===== config.mk =====
export PLATFORM = sky130hd
export DESIGN_NAME = sdram_port_arbiter
export DESIGN_NICKNAME = d
export VERILOG_FILES = /design/src/rtl/sdram_arb_pkg.sv /design/src/rtl/sdram_port_arbiter_pick.sv /design/src/rtl/sdram_port_arbiter.sv
export SDC_FILE = /design/constraint.sdc
export NUM_CORES = 1
export LEC_CHECK = 0
export CORE_MARGIN = 3
export CORE_UTILIZATION = 42
export DETAILED_ROUTE_END_ITERATION = 7
export PLACE_DENSITY = 0.78
export RECOVER_POWER = 25
export REMOVE_ABC_BUFFERS = 1
export SYNTH_ARGS = -nofsm -noshare
export SYNTH_HDL_FRONTEND = slang
export SYNTH_SLANG_ARGS = --single-unit

===== constraint.sdc =====
create_clock -name clk_sys -period 3 [get_ports clk_sys]
set_clock_uncertainty 0.1 [all_clocks]
set_input_delay 0.6 -clock clk_sys [delete_from_list [all_inputs] [get_ports clk_sys]]
set_output_delay 0.6 -clock clk_sys [all_outputs]
set_load 0.02 [all_outputs]

===== src/rtl/sdram_arb_pkg.sv =====
// sdram_arb_pkg: shared types and helpers for the SDRAM port arbiter.
//   arb_state_t  - command sequencer states (IDLE -> ISSUE -> ACK)
//   ARB_FIXED/RR - arbitration mode selectors
//   pick_first   - circular first-set search over an eligible mask (up to 8 channels)
package sdram_arb_pkg;

   typedef enum logic [1:0] {ST_IDLE, ST_ISSUE, ST_ACK} arb_state_t;

   localparam int ARB_FIXED = 0;
   localparam int ARB_RR    = 1;
   localparam int PICK_MAX  = 8;

   // Returns {found, index}. Search begins at 'start' and wraps modulo n.
   function automatic logic [3:0] pick_first(input logic [7:0] elig,
                                             input logic [2:0] start,
                                             input int         n);
      logic [3:0] r;
      logic [3:0] j;
      r = '0;
      for (int k = 0; k < PICK_MAX; k++) begin
         j = {1'b0, start} + 4'(k);
         if (j >= 4'(n)) j = j - 4'(n);
         if (k < n && !r[3] && elig[j[2:0]]) r = {1'b1, j[2:0]};
      end
      return r;
   endfunction

endpackage


===== src/rtl/sdram_port_arbiter_pick.sv =====
// rr_priority_pick: combinational winner select.
//   elig      - per-channel eligible mask
//   start     - channel where the search begins (0 gives fixed priority)
//   grant_oh  - one-hot winner (all zero when nothing is eligible)
//   grant_idx - winner index
//   any       - at least one channel eligible
module rr_priority_pick
   import sdram_arb_pkg::*;
#(
   parameter int NCH = 4
)(
   input  logic [NCH-1:0]         elig,
   input  logic [$clog2(NCH)-1:0] start,
   output logic [NCH-1:0]         grant_oh,
   output logic [$clog2(NCH)-1:0] grant_idx,
   output logic                   any
);
   localparam int IW = $clog2(NCH);

   logic [3:0] res;

   always_comb begin
      res       = pick_first(8'(elig), 3'(start), NCH);
      any       = res[3];
      grant_idx = IW'(res[2:0]);
      grant_oh  = '0;
      if (res[3]) grant_oh[grant_idx] = 1'b1;
   end

endmodule


===== src/rtl/sdram_port_arbiter.sv =====
// sdram_port_arbiter: multi-channel front end for the single-port SDRAM
// controller, with a paced descending fill engine for memory clearing.
//   clients : req_rd/req_wr/req_addr/req_din in, req_ack/rd_valid/rd_data out
//   fill    : fill_start/base/len/value/ce in, fill_busy/fill_done out
//   memory  : mem_addr/mem_din/mem_rd/mem_we out, mem_dout/mem_ready in
// One command in flight; every output is a flop.
module sdram_port_arbiter
   import sdram_arb_pkg::*;
#(
   parameter int NCH      = 4,
   parameter int AW       = 23,
   parameter int DW       = 8,
   parameter int FILL_AW  = 16,
   parameter int ARB_MODE = ARB_FIXED
)(
   input  logic               clk_sys,
   input  logic               reset,
   input  logic [NCH-1:0]     req_rd,
   input  logic [NCH-1:0]     req_wr,
   input  logic [NCH*AW-1:0]  req_addr,
   input  logic [NCH*DW-1:0]  req_din,
   output logic [NCH-1:0]     req_ack,
   output logic [NCH-1:0]     rd_valid,
   output logic [DW-1:0]      rd_data,
   input  logic               fill_start,
   input  logic [AW-1:0]      fill_base,
   input  logic [FILL_AW-1:0] fill_len,
   input  logic [DW-1:0]      fill_value,
   input  logic               fill_ce,
   output logic               fill_busy,
   output logic               fill_done,
   output logic [AW-1:0]      mem_addr,
   output logic [DW-1:0]      mem_din,
   output logic               mem_rd,
   output logic               mem_we,
   input  logic [DW-1:0]      mem_dout,
   input  logic               mem_ready
);
   localparam int IW = $clog2(NCH);

   arb_state_t         state;
   logic [NCH-1:0]     gnt_oh, blk_mask, elig, pick_oh;
   logic [IW-1:0]      pick_idx, rr_ptr, start_ptr;
   logic               pick_any, is_fill, ce_d, ce_rise, fill_pend;
   logic [AW-1:0]      fill_base_q, fill_addr;
   logic [DW-1:0]      fill_val_q;
   logic [FILL_AW-1:0] fill_cnt;

   // blk_mask hides the channel just acked for one IDLE cycle so a
   // registered requester has time to drop its level request.
   assign elig      = (req_rd | req_wr) & ~blk_mask;
   assign start_ptr = (ARB_MODE == ARB_RR) ? rr_ptr : '0;
   assign ce_rise   = fill_ce & ~ce_d;
   // Fill walks downward: base+count-1 .. base, wrapping modulo 2^AW.
   assign fill_addr = fill_base_q + AW'(fill_cnt) - AW'(1);

   rr_priority_pick #(.NCH(NCH)) u_pick (
      .elig      (elig),
      .start     (start_ptr),
      .grant_oh  (pick_oh),
      .grant_idx (pick_idx),
      .any       (pick_any)
   );

   always_ff @(posedge clk_sys) begin
      if (reset) begin
         state       <= ST_IDLE;
         mem_addr    <= '0;
         mem_din     <= '0;
         mem_rd      <= 1'b0;
         mem_we      <= 1'b0;
         req_ack     <= '0;
         rd_valid    <= '0;
         rd_data     <= '0;
         fill_busy   <= 1'b0;
         fill_done   <= 1'b0;
         gnt_oh      <= '0;
         blk_mask    <= '0;
         rr_ptr      <= '0;
         is_fill     <= 1'b0;
         ce_d        <= 1'b0;
         fill_pend   <= 1'b0;
         fill_base_q <= '0;
         fill_val_q  <= '0;
         fill_cnt    <= '0;
      end else begin
         req_ack   <= '0;
         rd_valid  <= '0;
         fill_done <= 1'b0;
         blk_mask  <= '0;
         ce_d      <= fill_ce;

         if (fill_start && !fill_busy) begin
            fill_base_q <= fill_base;
            fill_val_q  <= fill_value;
            fill_cnt    <= fill_len;
            fill_pend   <= 1'b0;
            if (fill_len == '0) fill_done <= 1'b1;
            else                fill_busy <= 1'b1;
         end

         case (state)
            ST_IDLE: begin
               // While a fill is active, channels wait even between paced writes.
               if (fill_busy) begin
                  if (fill_pend) begin
                     mem_addr  <= fill_addr;
                     mem_din   <= fill_val_q;
                     mem_we    <= 1'b1;
                     mem_rd    <= 1'b0;
                     is_fill   <= 1'b1;
                     fill_pend <= 1'b0;
                     state     <= ST_ISSUE;
                  end
               end else if (pick_any) begin
                  mem_addr <= req_addr[int'(pick_idx)*AW +: AW];
                  mem_din  <= req_din[int'(pick_idx)*DW +: DW];
                  // rd and wr together resolve to a write.
                  mem_we   <= req_wr[pick_idx];
                  mem_rd   <= ~req_wr[pick_idx];
                  gnt_oh   <= pick_oh;
                  is_fill  <= 1'b0;
                  rr_ptr   <= (pick_idx == IW'(NCH-1)) ? '0 : pick_idx + IW'(1);
                  state    <= ST_ISSUE;
               end
            end
            ST_ISSUE: begin
               if (mem_ready) begin
                  mem_rd <= 1'b0;
                  mem_we <= 1'b0;
                  state  <= ST_ACK;
                  if (is_fill) begin
                     fill_cnt <= fill_cnt - FILL_AW'(1);
                     if (fill_cnt == FILL_AW'(1)) begin
                        fill_busy <= 1'b0;
                        fill_done <= 1'b1;
                     end
                  end else begin
                     req_ack <= gnt_oh;
                     if (mem_rd) begin
                        rd_valid <= gnt_oh;
                        rd_data  <= mem_dout;
                     end
                  end
               end
            end
            ST_ACK: begin
               blk_mask <= is_fill ? '0 : gnt_oh;
               state    <= ST_IDLE;
            end
            default: state <= ST_IDLE;
         endcase

         // A new edge wins over the clear from a write issued this cycle.
         if (ce_rise) fill_pend <= 1'b1;
      end
   end

endmodule


==> summary.md <==
| Metric | Value |
|---|---|
| Leakage power | `3.986 nW` |
| Post-synth cell types | `78` |
| Root Buffer | `clkbuf_16` |
| Pwr Density | `461.1 nW/µm²` |
| 1st-iter DRT viols | `537` |
| Crit start category | `flop` |
| Clock latency on the worst-skew pair | `360 ps` |
| Quantity of hold-fixing buffers added after cts | `0` |
| Rel. slew slack | `0.4300` |
| Outcome | `finished clean` |
| Worst vdd ir | `roughly 0.33 mV` |
| Largest family of logic cells by synthesized area | `compound AO/OA/AOI/OAI gates` |
| Initial antenna violation count | `0` |
| Detailed Place HPWL | `20120 µm` |
| Mapped Area | `7041 µm²` |
| Vias in the first global route | `7434` |
| Fillers | `1465` |
| Post-route clock period utilization | `0.9726` |
| Seq/Total Area, Yosys | `0.3156` |
| Area share of fa/ha/maj cells after synthesis | `0.07215` |
| Largest net degree at the start of global routing | `87` |
| Initial Util | `0.4369` |
| Area Growth Syn to Fin | `44.66%` |
| DRC viols | `0` |
| Total GRT Usage | `0.2712` |
| HP Class | `reg2reg` |
| Fin. max-slew vios | `0` |
| TritonCTS clock tree | `done` |
| Chip Height | `135.5 µm` |
| H-tree levels | `3` |
| Site Rows | `46` |
| Placed Cells | `1357` |
| Worst Setup End Kind | `flop` |
| Setup_tns | `0 ps` |
| Placer Congestion | `0.9322` |
| Die ar. | `around 18000 µm²` |
| Vias | `7731` |
| CTS buffer count | `9` |
| Crit path DAT | `3050 ps` |
| Grt ovf | `0` |
| Routed len/inst | `18.71 µm` |
| Final setup vio count | `0` |
| Mapped Avg Cell Area | `7.737 µm²` |
| Max Root-Sink Buffers | `2` |
| Crit path max fanout | `4` |
| Post-synthesis mux area share | `0.03021` |
| Vias per cell | `5.623` |
| Post-route antenna net violation count | `0` |
| Synth Area in XOR/XNOR | `0.02239` |
| Critical path class | `reg2reg` |
| Final Hold Viols | `0` |
| Total Power | `4.696 mW` |
| Required time worst endpoint | `3130 ps` |
| Final Non-Filler Cells | `1375` |
| Slew @ Worst Pin | `854.9 ps` |
| Top_reg_cell synth | `dfxtp_1` |
| Global-route wire length before repair | `~39000 µm` |
| CTS sink count | `around 110` |
| Worst hold margin | `356.3 ps` |
| Max Fclk | `0.3427 GHz` |
| Post-Route WL | `25730 µm` |
| Inserted Diodes | `0` |
| Core ar. | `about 16000 µm²` |
| Synth Instances | `910` |
| Ports | `243` |
| Clock slew seen by the registers of the worst setup and hold paths | `80 ps` |
| Share of cells above drive strength 1 | `0.08801` |
| Buffers added on ports | `approximately 240` |
| Drt pass-1 iters | `7` |
| Tmin final | `2918 ps` |
| EDFF count, synth | `0` |
| Post-synth ARST share | `0` |
| Simple-gate share of the synthesized area | `0.1905` |
| MaxCap Viol Count | `0` |
| Yosys reg bits | `111` |
| Nets | `between 1000 and 1500` |
| Die Wd | `between 100 and 150 µm` |
| Post-synthesis compound-gate area fraction | `0.2842` |
| YS warnings | `0` |
-- placed cells by master (no fill, tap or decap), types with 22 or more instances in the layout --
cell             Yosys  final
nor2_1              73     72
a21oi_1             96     95
nor3_1              24     22
nand2_1            112    112
o21ai_0             31     31
clkdlybuf4s50_1      0    240
buf_4                6     42
dfxtp_1            111    109
ha_1                39     38
inv_1               87     87
-- cell type report --
type,instances,area (µm²),share of cell area
clock inverter,7,80.08,0.007862
sequential,111,2225,0.2184
multi-input combinational,655,4253,0.4176
timing repair buffer,290,2805,0.2754
tap,216,270.3,0.02654
clock buffer,9,225.2,0.02211
inverter,87,326.6,0.03206
-- critical path: stages (launching register included) --
cell and delay [ps]:
dfxtp_1 340, inv_1 50, ha_1 270, inv_1 60
ha_4 170, fa_2 370, a21o_1 180, nand4_1 140
a21oi_1 100, a311o_1 420, nor4b_1 170, o32ai_1 310
a211oi_1 110
-- per-layer routing --
metal | GRT usage | part of all wire | up-vias
li1 | - | - | 3767
met1 | 0.3537 | 0.43 | 3598
met2 | 0.4477 | 0.47 | 326
met3 | 0.05832 | 0.077 | 40
met4 | 0.08847 | 0.021 | 0
met5 | 0 | 0 | -
-- kinds of logic after synthesis --
| kind of cell | after synthesis |
|---|---|
| flops | 111 |
| compound gates | 289 |
| buf+inv | 144 |
| simple gates | 287 |
| xor+xnor | 18 |
| mux | 21 |
| fa+ha+maj | 40 |
-- worst paths after layout --
check | start | endpoint | slack [ps] | cells after the start
setup / recovery | fill_base_q[1]$_SDFFE_PP0P_ | mem_addr[17]$_SDFFE_PP0P_ | 80 | 12
setup reg to reg | fill_base_q[1]$_SDFFE_PP0P_ | mem_addr[17]$_SDFFE_PP0P_ | 80 | 12
hold / removal | fill_base_q[12]$_SDFFE_PP0P_ | fill_base_q[12]$_SDFFE_PP0P_ | 360 | 2
hold reg to reg | fill_base_q[12]$_SDFFE_PP0P_ | fill_base_q[12]$_SDFFE_PP0P_ | 360 | 2
-- synth_stat cells, types with 11 or more instances --
library cell,number,share of area
dfxtp_1,111,0.32
inv_1,87,0.046
clkbuf_1,32,0.017
a211oi_1,17,0.018
a21oi_1,96,0.068
o21ai_0,31,0.022
nor4_1,11,0.0098
buf_2,15,0.011
a221oi_1,19,0.024
nor3_1,24,0.017
o221ai_1,14,0.017
nand3_1,14,0.010
o22ai_1,16,0.014
ha_1,39,0.069
mux2i_1,19,0.027
nand2_1,112,0.060
nor2_1,73,0.039
a31oi_1,14,0.012
-- per-stage QoR --
stage / util / area, µm² / setup WS [ps]
floorplan: - / 6769 / -489.3
global placement: 0.6116 / 9856 / 98.21
detailed placement: 0.6116 / 9856 / 57.78
CTS: 0.6305 / 10160 / 31.96
global route: 0.6320 / 10180 / -12.15
finish: 0.6320 / 10180 / 82.25
-- power breakdown --
part           switching (mW)  internal [mW]
Combinational           0.941          0.840
Sequential             0.0826           1.58
Clock                   0.592          0.659
-- registers in the layout (all words and copies together) (netlist names), 8 cells and up --
name / flops
fill_base_q: 23
mem_addr: 23
fill_cnt: 16
fill_val_q: 8
mem_din: 8
rd_data: 8
-- what timing repair did --
item                       CTS  global route
resized for setup            0            10
pin swaps                    1             7
setup buffers                0             2
hold endpoints to repair     0             0
setup endpoints to repair    1            10
Note: power is estimated with default switching activity, not from simulation.
